$ cat src/rtl/clk_period_meter.sv
// Measures period and high phase of a synchronous divided clock in clk_in cycles.
// Optional feature: define PERIOD_CHECK_EN to compare each period against exp_period.
module clk_period_meter #(
  parameter int CNT_W = 8
) (
  input  logic             clk_in,
  input  logic             rst,
  input  logic             sig_in,
  input  logic [CNT_W-1:0] exp_period,
  output logic [CNT_W-1:0] period,
  output logic [CNT_W-1:0] high_time,
  output logic             meas_valid,
  output logic [CNT_W-1:0] edge_count,
  output logic             timeout,
  output logic             period_err
);

  localparam logic [CNT_W-1:0] CNT_MAX  = {CNT_W{1'b1}};
  localparam logic [CNT_W-1:0] CNT_ONE  = {{(CNT_W-1){1'b0}}, 1'b1};
  localparam logic [CNT_W-1:0] CNT_ZERO = {CNT_W{1'b0}};

  typedef enum logic [1:0] {
    IDLE = 2'd0,
    HIGH = 2'd1,
    LOW  = 2'd2
  } state_t;

  state_t           state_r;
  state_t           state_next_s;
  logic             sig_q_r;
  logic [CNT_W-1:0] cnt_r;
  logic [CNT_W-1:0] cnt_next_s;
  logic [CNT_W-1:0] cnt_inc_s;
  logic [CNT_W-1:0] period_next_s;
  logic [CNT_W-1:0] high_time_next_s;
  logic [CNT_W-1:0] edge_count_next_s;
  logic             meas_valid_next_s;
  logic             timeout_next_s;
  logic             period_err_next_s;
  logic             rise_s;
  logic             fall_s;
  logic             sat_s;

  assign rise_s    = sig_in & ~sig_q_r;
  assign fall_s    = ~sig_in & sig_q_r;
  assign sat_s     = (cnt_r == CNT_MAX);
  assign cnt_inc_s = sat_s ? CNT_MAX : (cnt_r + CNT_ONE);

  // State, counter, edge detector and all outputs register.
  always_ff @(posedge clk_in or negedge rst) begin
    if (!rst) begin
      state_r    <= IDLE;
      sig_q_r    <= 1'b0;
      cnt_r      <= CNT_ZERO;
      period     <= CNT_ZERO;
      high_time  <= CNT_ZERO;
      edge_count <= CNT_ZERO;
      meas_valid <= 1'b0;
      timeout    <= 1'b0;
      period_err <= 1'b0;
    end else begin
      state_r    <= state_next_s;
      sig_q_r    <= sig_in;
      cnt_r      <= cnt_next_s;
      period     <= period_next_s;
      high_time  <= high_time_next_s;
      edge_count <= edge_count_next_s;
      meas_valid <= meas_valid_next_s;
      timeout    <= timeout_next_s;
      period_err <= period_err_next_s;
    end
  end

  // Next-state and next-output logic; edges win over saturation.
  always_comb begin
    state_next_s      = state_r;
    cnt_next_s        = cnt_r;
    period_next_s     = period;
    high_time_next_s  = high_time;
    edge_count_next_s = edge_count;
    meas_valid_next_s = 1'b0;
    timeout_next_s    = 1'b0;
    period_err_next_s = period_err;

    case (state_r)
      IDLE: begin
        if (rise_s) begin
          cnt_next_s   = CNT_ONE;
          state_next_s = HIGH;
        end else begin
          cnt_next_s   = CNT_ZERO;
        end
      end

      HIGH: begin
        if (fall_s) begin
          high_time_next_s = cnt_r;
          cnt_next_s       = cnt_inc_s;
          state_next_s     = LOW;
        end else if (sat_s) begin
          timeout_next_s   = 1'b1;
          cnt_next_s       = CNT_ZERO;
          state_next_s     = IDLE;
        end else begin
          cnt_next_s       = cnt_inc_s;
        end
      end

      LOW: begin
        if (rise_s) begin
          period_next_s     = cnt_r;
          cnt_next_s        = CNT_ONE;
          edge_count_next_s = edge_count + CNT_ONE;
          meas_valid_next_s = 1'b1;
          state_next_s      = HIGH;
`ifdef PERIOD_CHECK_EN
          if (cnt_r != exp_period) begin
            period_err_next_s = 1'b1;
          end else begin
            period_err_next_s = period_err;
          end
`endif
        end else if (sat_s) begin
          timeout_next_s    = 1'b1;
          cnt_next_s        = CNT_ZERO;
          state_next_s      = IDLE;
        end else begin
          cnt_next_s        = cnt_inc_s;
        end
      end

      default: begin
        cnt_next_s   = CNT_ZERO;
        state_next_s = IDLE;
      end
    endcase

`ifndef PERIOD_CHECK_EN
    period_err_next_s = 1'b0;
`endif
  end

`ifndef PERIOD_CHECK_EN
  // The expected period only matters when the checker is built in.
  logic unused_exp_s;
  assign unused_exp_s = ^exp_period;
`endif

endmodule
$ cat config.mk
export PLATFORM = sky130hd
export DESIGN_NAME = clk_period_meter
export DESIGN_NICKNAME = d
export VERILOG_FILES = /design/src/rtl/clk_period_meter.sv
export SDC_FILE = /design/constraint.sdc
export NUM_CORES = 1
export LEC_CHECK = 0
export ABC_AREA = 1
export CAP_MARGIN = 5
export CORE_ASPECT_RATIO = 0.7
export CORE_MARGIN = 1.5
export CORE_UTILIZATION = 40
export CTS_CLUSTER_DIAMETER = 60
export DETAILED_ROUTE_END_ITERATION = 10
export PLACE_DENSITY = 0.71
export SLEW_MARGIN = 15
export SYNTH_ARGS = -nofsm -noshare
export SYNTH_HDL_FRONTEND = slang
export SYNTH_SLANG_ARGS = --single-unit
$ cat constraint.sdc
create_clock -name clk_in -period 2.8 [get_ports clk_in]
set_input_delay 0.42 -clock clk_in [delete_from_list [all_inputs] [get_ports clk_in]]
set_output_delay 0.42 -clock clk_in [all_outputs]
set_load 0.005 [all_outputs]
==> reports/results.tsv, run 1 <==
stage	metric	value	unit
grt	antenna_found_initial	0	
sta	final-hold-violation-count	0	
synth	synth_area_leaders	dfrtp_1, nand2_1, inv_1, o21ai_0, ha_1	
placement	hpwlAfterDp	2490	microns
die	core	4330	sq um
clocking	cts.sinks	37	
grt	overflow	0	
sta	fin_skew	4.96	ps
finish	multiInputGateArea	722	sq um
grt	grt_pass1_wl	6110	microns
route	vias	1398	
power_and_ir_drop	pwr-share-comb	25.3	%
synth	synth_seq_cells	37	
clocking	clk_latency	290	ps
die	row_count	20	
critical_path	crit_start	state_r[1]	
synth	netlist.area_leader.share	51.7	%
route	firstDrtPassIters	4	
synth	synth.avg_cell_area	8.37	sq um
die	num_io_pins	38	
synth	synth_nets	231	
critical_path	crit_end	cnt_r[7]	
synth	synth_edf_count	0	
critical_path	cp.arrival	1960	ps
critical_path	start_kind	register	
synth	async_flop_share	100	%
route	wl_per_cell	11.5	microns
synth	yosysWarnings	0	
synth	synth_flop_cell	dfrtp_1	
power_and_ir_drop	sequentialPowerShare	43.3	%
sta	max-slew-margin-rel	46.4	%
sta	worst_slew_pin_slew	804	ps
sta	setup_viol	0	
placement	dp_cells	294	
clocking	cts_max_level	2	
clocking	cts_tree	done	
power_and_ir_drop	finalPower	1.53	mW
power_and_ir_drop	pwr-share-clk	31.3	%
synth	ys_types	23	
grt	grt_max_degree	38	
die	die_y	59.0	microns
critical_path	rr_worst_depth	8	
clocking	cts.path.max_buffers	2	
power_and_ir_drop	p_per_area	685	nW/um^2
route	wirelength	3480	microns
placement	io_buffers	28	
power_and_ir_drop	internal-power	1.06	mW
die	die_x	83.0	microns
route	ant_nets	0	
power_and_ir_drop	swShare	30.6	%
synth	synth_cells	214	
outcome	status	finished, final reports clean	
clocking	cts_setup_buffers	0	
critical_path	crit_required	3030	ps
clocking	clk_pin_slew_worst_paths	70	ps
critical_path	regToRegEndpoint	cnt_r[7]	
synth	syn_area	1790	sq um
finish	fin_util	51.7	%
synth	synth_common_cells	nand2_1, dfrtp_1, inv_1	
critical_path	crit_type	register to register	
sta	timing.hold.ws	207	ps
sta	drv_slew	0	
critical_path	r2r-start	state_r[1]	
critical_path	end_kind	register	
sta	layout_min_cycle_time	1730	ps
finish	syn_to_final_growth	25.1	%
critical_path	path_max_fanout	18	
critical_path	r2r_slack	1070	ps
route	viasPerCell	4.63	
clocking	cts-root-buf	clkbuf_8	
finish	final_nets	263	
clocking	cts_hold_buf	0	
power_and_ir_drop	power_leakage	1.09	nW
finish	fillers	396	
clocking	cts_resized	0	
grt	grt_pass1_vias	1338	
power_and_ir_drop	p_switching	0.469	mW
sta	fmax	0.577	GHz
flow_run	drv_cap	0	
die	dieArea	4890	sq um
finish	fin_cells	302	
placement	gp_congestion	0.810	
sta	finalSetupTns	0	ps
worst_hold_path	hold_class	input pin to asynchronous set/reset pin	
clocking	cts_buffers	5	
power_and_ir_drop	ir_worst_vdd	0.353	mV
finish	layout-drive-gt1-share	8.91	%
route	drc	0	
die	initial_core_util	41.4	%
finish	diodes	0	
grt	grt_use_total	16.2	%
sta	min_period_over_period	61.9	%
synth	yosys.cell_count.top_type	nand2_1	
synth	yosysTopAreaCell	dfrtp_1	
sta	rsz0062_at_grt	no	
finish	regArea	926	sq um
synth	seq_area_frac_synth	51.7	%
route	drt-initial-drc-count	79	
state kept, by name, indices dropped and copies added, names as in the netlist:
signal and count:
edge_count 8, sig_q_r 1, state_r 2, period 8, meas_valid 1, high_time 8
cnt_r 8, timeout 1
layout make-up:
type,count,area share (%)
clock inverters,2,1.68
well taps,55,3.07
flip-flops and latches,37,41.3
inverters,32,5.36
clock buffers,6,3.69
repair buffers,29,12.6
multi-input cells,141,32.2
power groups by stage:
stage / sequential (mW) / clock [mW] / combinational (mW)
after detailed placement: 0.674 / 0 / 0.390
after global placement: 0.673 / 0 / 0.382
after floorplan: 0.666 / 0 / 0.239
after CTS: 0.664 / 0.495 / 0.391
after global routing: 0.677 / 0.523 / 0.446
final: 0.664 / 0.480 / 0.388
cell usage in the layout (no fill, tap or decap), drive strengths merged, types with 3 or more instances in the layout:
cell type      synthesis  layout
xor2                   3       3
nand2                 65      65
dfrtp                 37      37
clkbuf                 2       6
clkdlybuf4s50          0      27
nand3                 15      15
a21oi                  8       8
o21ai                 20      20
ha                     6       6
nor2                  17      17
inv                   32      32
routing by layer:
layer  vias to the layer above  global-route usage, %  routed length (microns)
li1                        724                      -                        -
met3                         2                   4.60                      123
met2                        27                   23.9                     1440
met1                       645                   22.6                     1900
met5                         -                      0                        0
met4                         0                   7.14                        9
logic make-up (layout without fill, tap and decap cells):
group / Yosys count / in the layout / synth area share, %
compound gates: 28 / 28 / 8.04
simple gates: 101 / 101 / 25.4
flops: 37 / 37 / 51.7
xor+xnor: 5 / 5 / 2.45
fa+ha+maj: 6 / 6 / 4.19
other cells: 1 / 1 / 0.209
buf+inv: 36 / 69 / 7.97
how the worst min path moves through the flow:
stage | startpoint | endpoint | slack, ps | depth (start not counted)
after floorplan | rst | cnt_r[0] | 120 | 0
after global placement | period[1] | period[1] | 470 | 2
after detailed placement | period[3] | period[3] | 470 | 2
after CTS | rst | edge_count[5] | 250 | 1
after global routing | rst | edge_count[1] | 270 | 1
final | rst | state_r[0] | 210 | 1
critical path, stage by stage, from the launching register on:
cell	delay (ps)
dfrtp_1	410
inv_1	90
ha_1	290
nand3_2	320
nand3_1	210
nand3_2	140
inv_1	110
nand2_1	50
inv_1	40
per-stage QoR:
step,area (sq um),setup WS [ps]
after global placement,2120,874
final,2240,1070
after floorplan,1790,1500
after CTS,2240,1060
after detailed placement,2120,834
after global routing,2240,905
(Power assumes the default switching activity.)
==> run 2, diff against run 1 <==
--- a/config.mk
+++ b/config.mk
@@ -12,7 +12,7 @@
 export CORE_UTILIZATION = 40
 export CTS_CLUSTER_DIAMETER = 60
 export DETAILED_ROUTE_END_ITERATION = 10
-export PLACE_DENSITY = 0.71
+export PLACE_DENSITY = 0.74
 export SLEW_MARGIN = 15
 export SYNTH_ARGS = -nofsm -noshare
 export SYNTH_HDL_FRONTEND = slang
==> constraint.sdc (replaced) <==
create_clock -name clk_in -period 1.53 [get_ports clk_in]
set_input_delay 0.2295 -clock clk_in [delete_from_list [all_inputs] [get_ports clk_in]]
set_output_delay 0.2295 -clock clk_in [all_outputs]
set_load 0.005 [all_outputs]
==> run 2 against run 1 <==
- hold slack improved by 180 ps
- core utilization increased by 2.1 points
- global-route usage is 1.5 points higher
- routed wire length up 7.5%
- critical path depth fell by 7
- combinational power is 110% higher
- critical endpoint is now edge_count[3]
- register-to-register slack got worse by 1000 ps
- highest routed layer unchanged
- non-clock buffer count grew 11
- final cell count rose by 3.6%
- clock-buffer cell count rose by 1
- clock skew is 1.2 ps higher
==> reports/results.tsv, run 2 (synthesis results as in run 1) <==
stage	metric	value	unit	change
critical_path	cp_slowest_cell	clkdlybuf4s50_1		
critical_path	regToRegEndpoint	cnt_r[7]		
outcome	status	finished, final reports clean		
critical_path	crit_type	register to output pin		
finish	fin_area	2330	sq um	+4.0%
grt	grt_pass1_vias	1466		+9.6%
flow_run	drv_cap	0		unchanged
critical_path	critical_path_buf_inv_count	1		-2
critical_path	crit_path_cell_trace	clkdlybuf4s50_1		
power_and_ir_drop	power_leakage	1.14	nW	+4.7%
sta	setup_ws	49.8	ps	-1020 ps
critical_path	crit_start	edge_count[3]		
sta	timing.hold.ws	388	ps	+181 ps
route	drt-initial-drc-count	57		-28%
clocking	clk_pin_slew_worst_paths	70	ps	about the same
route	drc	0		unchanged
critical_path	start_kind	register		
placement	gp_congestion	0.861		+6.3%
finish	syn_to_final_growth	30.1	%	
power_and_ir_drop	p_per_area	1250	nW/um^2	+82%
die	num_io_pins	38		unchanged
route	wirelength	3740	microns	+7.5%
clocking	cts_tree	done		
route	vias	1453		+3.9%
placement	hpwlAfterDp	2740	microns	+9.9%
grt	grt_use_total	17.7	%	+1.5 points
critical_path	rr_worst_depth	9		+1
placement	io_buffers	28		unchanged
critical_path	r2r_slack	70	ps	-1000 ps
die	dieArea	4890	sq um	unchanged
finish	multiInputGateArea	724	sq um	+0.35%
finish	final_nets	274		+4.2%
route	dr_wl_met2	1640	microns	+14%
critical_path	path_max_fanout	7		-11
clocking	cts_max_level	2		unchanged
route	top_layer	met4		
die	die_x	83.0	microns	unchanged
finish	layout_common_cells	nand2_1, dfrtp_1, inv_1		
clocking	cts.path.max_buffers	2		unchanged
finish	fillers	389		-1.8%
die	row_count	20		unchanged
power_and_ir_drop	finalPower	2.91	mW	+90%
finish	regArea	928	sq um	+0.27%
sta	min_period_over_period	96.7	%	
sta	setup_viol	0		unchanged
route	wl_met1	1950	microns	+2.2%
placement	pre_cts_ws	-30.5	ps	-865 ps
clocking	cts.sinks	37		unchanged
worst_hold_path	hold_class	input pin to asynchronous set/reset pin		
sta	drv_slew	0		unchanged
grt	grt_max_degree	21		-45%
die	core	4330	sq um	unchanged
clocking	cts-root-buf	clkbuf_8		
route	wl_per_cell	12.0	microns	+3.7%
clocking	cts_buffers	5		unchanged
critical_path	crit_required	1300	ps	-1730 ps
grt	overflow	0		unchanged
critical_path	cp.arrival	1250	ps	-710 ps
sta	fin_skew	6.17	ps	+1.21 ps
placement	placed_area	2190	sq um	+3.2%
sta	layout_min_cycle_time	1480	ps	
sta	fmax	0.676	GHz	
critical_path	end_kind	output pin		
die	initial_core_util	41.4	%	unchanged
route	wl_met3	134	microns	+8.9%
clocking	clk_latency	290	ps	about the same
finish	mostFrequentLayoutCell	nand2_1		
route	ant_nets	0		unchanged
critical_path	r2r-start	state_r[0]		
sta	final-hold-violation-count	0		unchanged
power_and_ir_drop	ir_worst_vdd	0.839	mV	+140%
route	viasPerCell	4.64		+0.28%
route	firstDrtPassIters	4		unchanged
grt	antenna_found_initial	0		unchanged
sta	rsz0062_at_grt	yes		
finish	diodes	0		unchanged
critical_path	critPathMaxStageDelay	530	ps	+120 ps
finish	layout-drive-gt1-share	13.2	%	+4.3 points
grt	grt_pass1_wl	6760	microns	+11%
die	die_y	59.0	microns	unchanged
critical_path	cp_top_family	buffers and inverters		
[run 2: cell count changes in the layout (fill, tap and decap cells not counted)]
cell / before / now
buf_6: 0 / 1
nor2_1: 12 / 11
dfrtp_1: 37 / 35
dfrtp_2: 0 / 2
dlygate4sd3_1: 0 / 1
clkinvlp_4: 1 / 0
clkbuf_1: 0 / 1
nor2_2: 3 / 4
buf_4: 1 / 10
[run 2: layer usage]
layer	vias to the layer above	GRT usage [%]
li1	750	-
met1	667	24.4
met2	33	26.6
met3	3	4.60
met4	0	8.10
met5	-	0
[run 2: worst max-delay path by stage]
stage	to	slack, ps	cells after the start
2_1_floorplan	high_time[5]	230	6
5_1_grt	edge_count[1]	-4	7
3_5_place_dp	edge_count[4]	-30	8
4_1_cts	edge_count[2]	30	1
6_report	edge_count[3]	50	1
3_3_place_gp	edge_count[5]	30	8
[run 2: where the power goes]
part / switching (mW) / internal [mW] / total (mW) / leakage, nW
Sequential: 0.105 / 1.10 / 1.20 / 0.503
Combinational: 0.443 / 0.390 / 0.833 / 0.579
Clock: 0.338 / 0.531 / 0.869 / 0.0585
Total: 0.886 / 2.02 / 2.91 / 1.14
[run 2: final cells by class]
cell class	count	area share, %
Sequential cell	37	39.8
Multi-Input combinational cell	141	31.1
Timing Repair Buffer	40	16.0
Inverter	32	5.16
Clock buffer	7	3.71
Tap cell	55	2.95
Clock inverter	1	1.29
[run 2: through the flow]
step                std cells  utilization (%)  TNS (ps)
floorplan                 214                -         0
global placement          303             50.5         0
detailed placement        303             50.5     -33.6
CTS                       312             53.5         0
global route              313             53.8     -5.66
finish                    313             53.8         0
[run 2: what timing repair did]
item	CTS	global route
endpoints found under the hold margin	16	0
buffers inserted	0	1
resized for setup	1	3
setup endpoints to repair	1	4
hold buffers	1	0
==> patch 1: new RTL, config.mk and constraints of run 2 <==
Build with the macro `PERIOD_CHECK_EN` defined.
--- a/src/rtl/clk_period_meter.sv
+++ b/src/rtl/clk_period_meter.sv
@@ -1,5 +1,7 @@
 // Measures period and high phase of a synchronous divided clock in clk_in cycles.
 // Optional feature: define PERIOD_CHECK_EN to compare each period against exp_period.
+`define PERIOD_CHECK_EN
+
 module clk_period_meter #(
   parameter int CNT_W = 8
 ) (
Behaviour: not the same (Yosys sat finds a counterexample within 4 cycles, from zero or initial values and one cycle with rst low).
==> patch 1 against run 2 <==
  * Setup slack better by 0.0048 ns
  * Clock skew rose by 0.0011 ns
  * Sequential cell count rose by 1
  * Critical path depth unchanged
  * Total power barely moved
  * Hold slack better by 0.014 ns
  * Via count up 16%
  * Wire length grew 9.2%
  * Final area is 9.5% higher
  * Count of clock-buffer cells in the layout decreased by 1
  * Area after synthesis increased by 7.8%
  * Combinational power rose by 8.9%
  * First-iteration DRC count up 33%
  * Register-to-register slack better by 0.05 ns
==> patch 1: results (changes against run 2) <==
| Metric | Value |
|---|---|
| Syn Nets | 264 (was 231) |
| Status | finished, final reports clean (unchanged) |
| Leakage power | 1.30 nW (was 1.14 nW) |
| GRT Total Usage | 0.175 (was 0.177) |
| Pre-CTS WS | -0.0292 ns (was -0.0305 ns) |
| Nonclk buf count | 48 (was 40) |
| Iter 0 DRT Violations | 76 (was 57) |
| DR WL met3 | 207 um (was 134 um) |
| R2r setup slk | 0.12 ns (was 0.07 ns) |
| Unique masters post-synth | 22 (was 23) |
| Clock buffers | 6 (was 7) |
| Via/cell ratio | 4.75 (was 4.64) |
| Multi-input gate area | 835 um^2 (was 724 um^2) |
| Grt met1 use | 0.254 (was 0.244) |
| Placed insts | 344 (was 303) |
| Logic inverters | 38 (was 32) |
| Met3 usage | 0.0523 (was 0.0460) |
| Global placement routability congestion | 0.841 (was 0.861) |
| Synth Area in Compound Gates | 0.0648 (was 0.0804) |
| Via count | 1681 (was 1453) |
| Synth Area in XOR/XNOR | 0.0318 (was 0.0245) |
| Wire length on met2 | 1.79 mm (was 1.64 mm) |
| Drt total wl | 4.09 mm (was 3.74 mm) |
| Vias in the first global route | 1458 (was 1466) |
| Syn_area_per_cell | 7.82 um^2 (was 8.37 um^2) |
| Filler cells | 394 (was 389) |
| Non-clock buffering overhead | 0.178 (was 0.160) |
==> patch 1: changes by cell type after synthesis, moves of 2 or more <==
cell     delta
nand2_1    +20
nor2_2      -2
nor2_1      +7
inv_1       +6
nand3_1     +3
xnor2_1     +2
nand4_1     +2
==> patch 1: worst max path at each step <==
stage                                to  slack [ns]  depth (start not counted)
after floorplan                cnt_r[7]        0.16                          9
after global placement    edge_count[5]        0.01                          8
after detailed placement  edge_count[5]       -0.03                          8
after CTS                 edge_count[0]        0.04                          1
after global routing      edge_count[1]      0.0007                          1
final                     edge_count[3]        0.05                          1
==> patch 1: power breakdown <==
part / total (mW) / internal (mW) / switching, mW
Sequential: 1.27 / 1.14 / 0.127
Combinational: 0.907 / 0.437 / 0.470
Clock: 0.728 / 0.362 / 0.366
==> patch 1: timing repair <==
item                                    CTS  global route
gates resized for setup                   2             7
hold buffers                              1             0
pin swaps                                 0             1
endpoints found under the setup margin    2            15
gates cloned                              0             0
hold endpoints to repair                 18             0
setup buffers                             0             1
==> patch 2: new RTL, flow settings as in run 2 <==
Made on the original files. The 3 states of `state_t` get a one-hot encoding in 3 bits.
--- a/src/rtl/clk_period_meter.sv
+++ b/src/rtl/clk_period_meter.sv
@@ -19,10 +19,10 @@
   localparam logic [CNT_W-1:0] CNT_ONE  = {{(CNT_W-1){1'b0}}, 1'b1};
   localparam logic [CNT_W-1:0] CNT_ZERO = {CNT_W{1'b0}};
 
-  typedef enum logic [1:0] {
-    IDLE = 2'd0,
-    HIGH = 2'd1,
-    LOW  = 2'd2
+  typedef enum logic [2:0] {
+    IDLE = 3'b001,
+    HIGH = 3'b010,
+    LOW  = 3'b100
   } state_t;
 
   state_t           state_r;
Check against the original RTL: same outputs for any inputs over 10 cycles, from zero or initial values and one cycle with rst low; not proved beyond that.
==> patch 2 against run 2 <==
  * Area after synthesis is 9.3% higher
  * Total power decreased by 16%
  * Register-to-register slack better by 0.07 ns
  * Die area up 8.9%
  * Maximum frequency down 0.28%
  * Non-clock buffer count rose by 3
  * Count of clock-buffer cells in the layout down 1
  * Setup slack lost 0.0041 ns
  * Wire length is 1.4% lower
  * Final cell count increased by 11%
  * Clock power is 18% lower
  * Sequential cell count increased by 1
  * Via count increased by 7.4%
  * Final area up 6.9%
  * Critical path type unchanged
  * Critical endpoint is now edge_count[2]
  * Largest power group unchanged
==> patch 2: results (changes against run 2) <==
| Metric | Value |
|---|---|
| Clock tree root buffer cell | clkbuf_8 (unchanged) |
| Worst R2R End | cnt_r[5] (was cnt_r[7]) |
| Leakage power | 1.25 nW (was 1.14 nW) |
| R2R cell count | 8 (was 9) |
| Global placement routability congestion | 0.887 (was 0.861) |
| Final Non-Filler Cells | 346 (was 313) |
| Most frequent cells after synthesis | nand2_1, dfrtp_1, inv_1 (unchanged) |
| Synth async-reset ratio | 1.00 (unchanged) |
| CP max stage cell | clkdlybuf4s50_1 (unchanged) |
| Maximum VDD drop | 412 uV (was 839 uV) |
| GRT Total Usage | 0.162 (was 0.177) |
| Internal power | 1.70 mW (was 2.02 mW) |
| CP Max Fanout | 5 (was 7) |
| Share of the yosys chip area belonging to registers | 0.487 (was 0.517) |
| Reg2reg start | cnt_r[0] (was state_r[0]) |
| Post-layout nets | 289 (was 274) |
| Via/cell ratio | 4.51 (was 4.64) |
| R2r setup slk | 0.14 ns (was 0.07 ns) |
| Post-Syn Instances | 233 (was 214) |
| Share of layout cells above drive strength 1 | 0.206 (was 0.132) |
| Placed insts | 337 (was 303) |
| Synth warnings | 0 (unchanged) |
| Number of antenna violations at the first check in global routing | 0 (unchanged) |
| Worst-Skew Late Latency | 0.29 ns (about the same) |
| H-tree depth | 2 (unchanged) |
| Iter 0 DRT Violations | 124 (was 57) |
| Layout area overhead | 27.3% (was 30.1%) |
| Postcts setup bufs | 0 (unchanged) |
| Pre-CTS WS | 0.0109 ns (was -0.0305 ns) |
| Vias in the first global route | 1389 (was 1466) |
| First-pass GRT wire length | 6.41 mm (was 6.76 mm) |
| Worst hold slack | 0.421 ns (was 0.388 ns) |
| Top post-synthesis cells by area | dfrtp_1, nand2_1, o21ai_2, inv_1, nand3_1 (was dfrtp_1, nand2_1, inv_1, o21ai_0, ha_1) |
| Status | finished, final reports clean (unchanged) |
| Syn Nets | 246 (was 231) |
| CP max stage delay | 0.53 ns (about the same) |
| Pre-antenna DRT Iters | 5 (was 4) |
| WL/cell | 10.7 um (was 12.0 um) |
| Port bufs | 28 (unchanged) |
| Clock Skews | 0.00590 ns (was 0.00617 ns) |
| Pin count of the biggest net entering global routing | 39 (was 21) |
| CP delay by family, top | buffers and inverters (unchanged) |
| Hold Path Class | input port to async pin (unchanged) |
| Unique masters post-synth | 27 (was 23) |
| DP HPWL | 2.74 mm (about the same) |
-- patch 2: power by group through the flow --
stage / sequential (mW) / clock (mW) / combinational (mW)
global placement: 1.19 / 0 / 0.530
floorplan: 1.20 / 0 / 0.309
finish: 1.18 / 0.716 / 0.544
CTS: 1.17 / 0.740 / 0.548
global route: 1.19 / 0.793 / 0.612
detailed placement: 1.19 / 0 / 0.540
-- patch 2: cells by family after synthesis --
kind of cell / synth area share
and+or+nand+nor: 0.276
buffers and inverters: 0.102
DFF: 0.487
AOI/OAI and AO/OA: 0.0946
xor gates and xnor gates: 0.0262
adders and majority gates: 0.0128
other: 0.00192
-- patch 2: worst max-delay path by stage --
stage                  startpoint       endpoint  slack (ns)
global placement           sig_in  edge_count[3]        0.03
global route             cnt_r[0]       cnt_r[7]      -0.004
floorplan                cnt_r[0]       cnt_r[0]        0.20
detailed placement         sig_in       cnt_r[7]        0.01
CTS                 edge_count[3]  edge_count[3]       0.007
finish              edge_count[2]  edge_count[2]        0.05
-- patch 2: per-stage QoR --
step                 util  setup TNS, ns  instance area [um^2]
floorplan               -              0                  1960
global placement    0.500              0                  2380
detailed placement  0.500              0                  2380
CTS                 0.522              0                  2480
global route        0.524       -0.00420                  2490
finish              0.524              0                  2490
-- patch 2: layout make-up --
| cell class | count | area (um^2) |
|---|---|---|
| fillers | 454 | 2260 |
| flip-flops and latches | 38 | 956 |
| multi-input cells | 154 | 811 |
| repair buffers | 43 | 415 |
| inverters | 34 | 128 |
| well taps | 69 | 86.3 |
| clock buffers | 6 | 82.6 |
| clock inverters | 2 | 12.5 |
-- patch 2: repair_timing --
item                                    4_1_cts  5_1_grt
endpoints found under the setup margin        0        5
gates resized for setup                       0        5
hold buffers                                  1        0
endpoints found under the hold margin        37        0
-- patch 2: layer usage --
layer	GRT usage	vias to the layer above	part of all wire
met5	0	-	0
met4	0.0760	0	0.014
met3	0.0362	5	0.026
met2	0.250	32	0.43
met1	0.220	722	0.53
li1	-	802	-
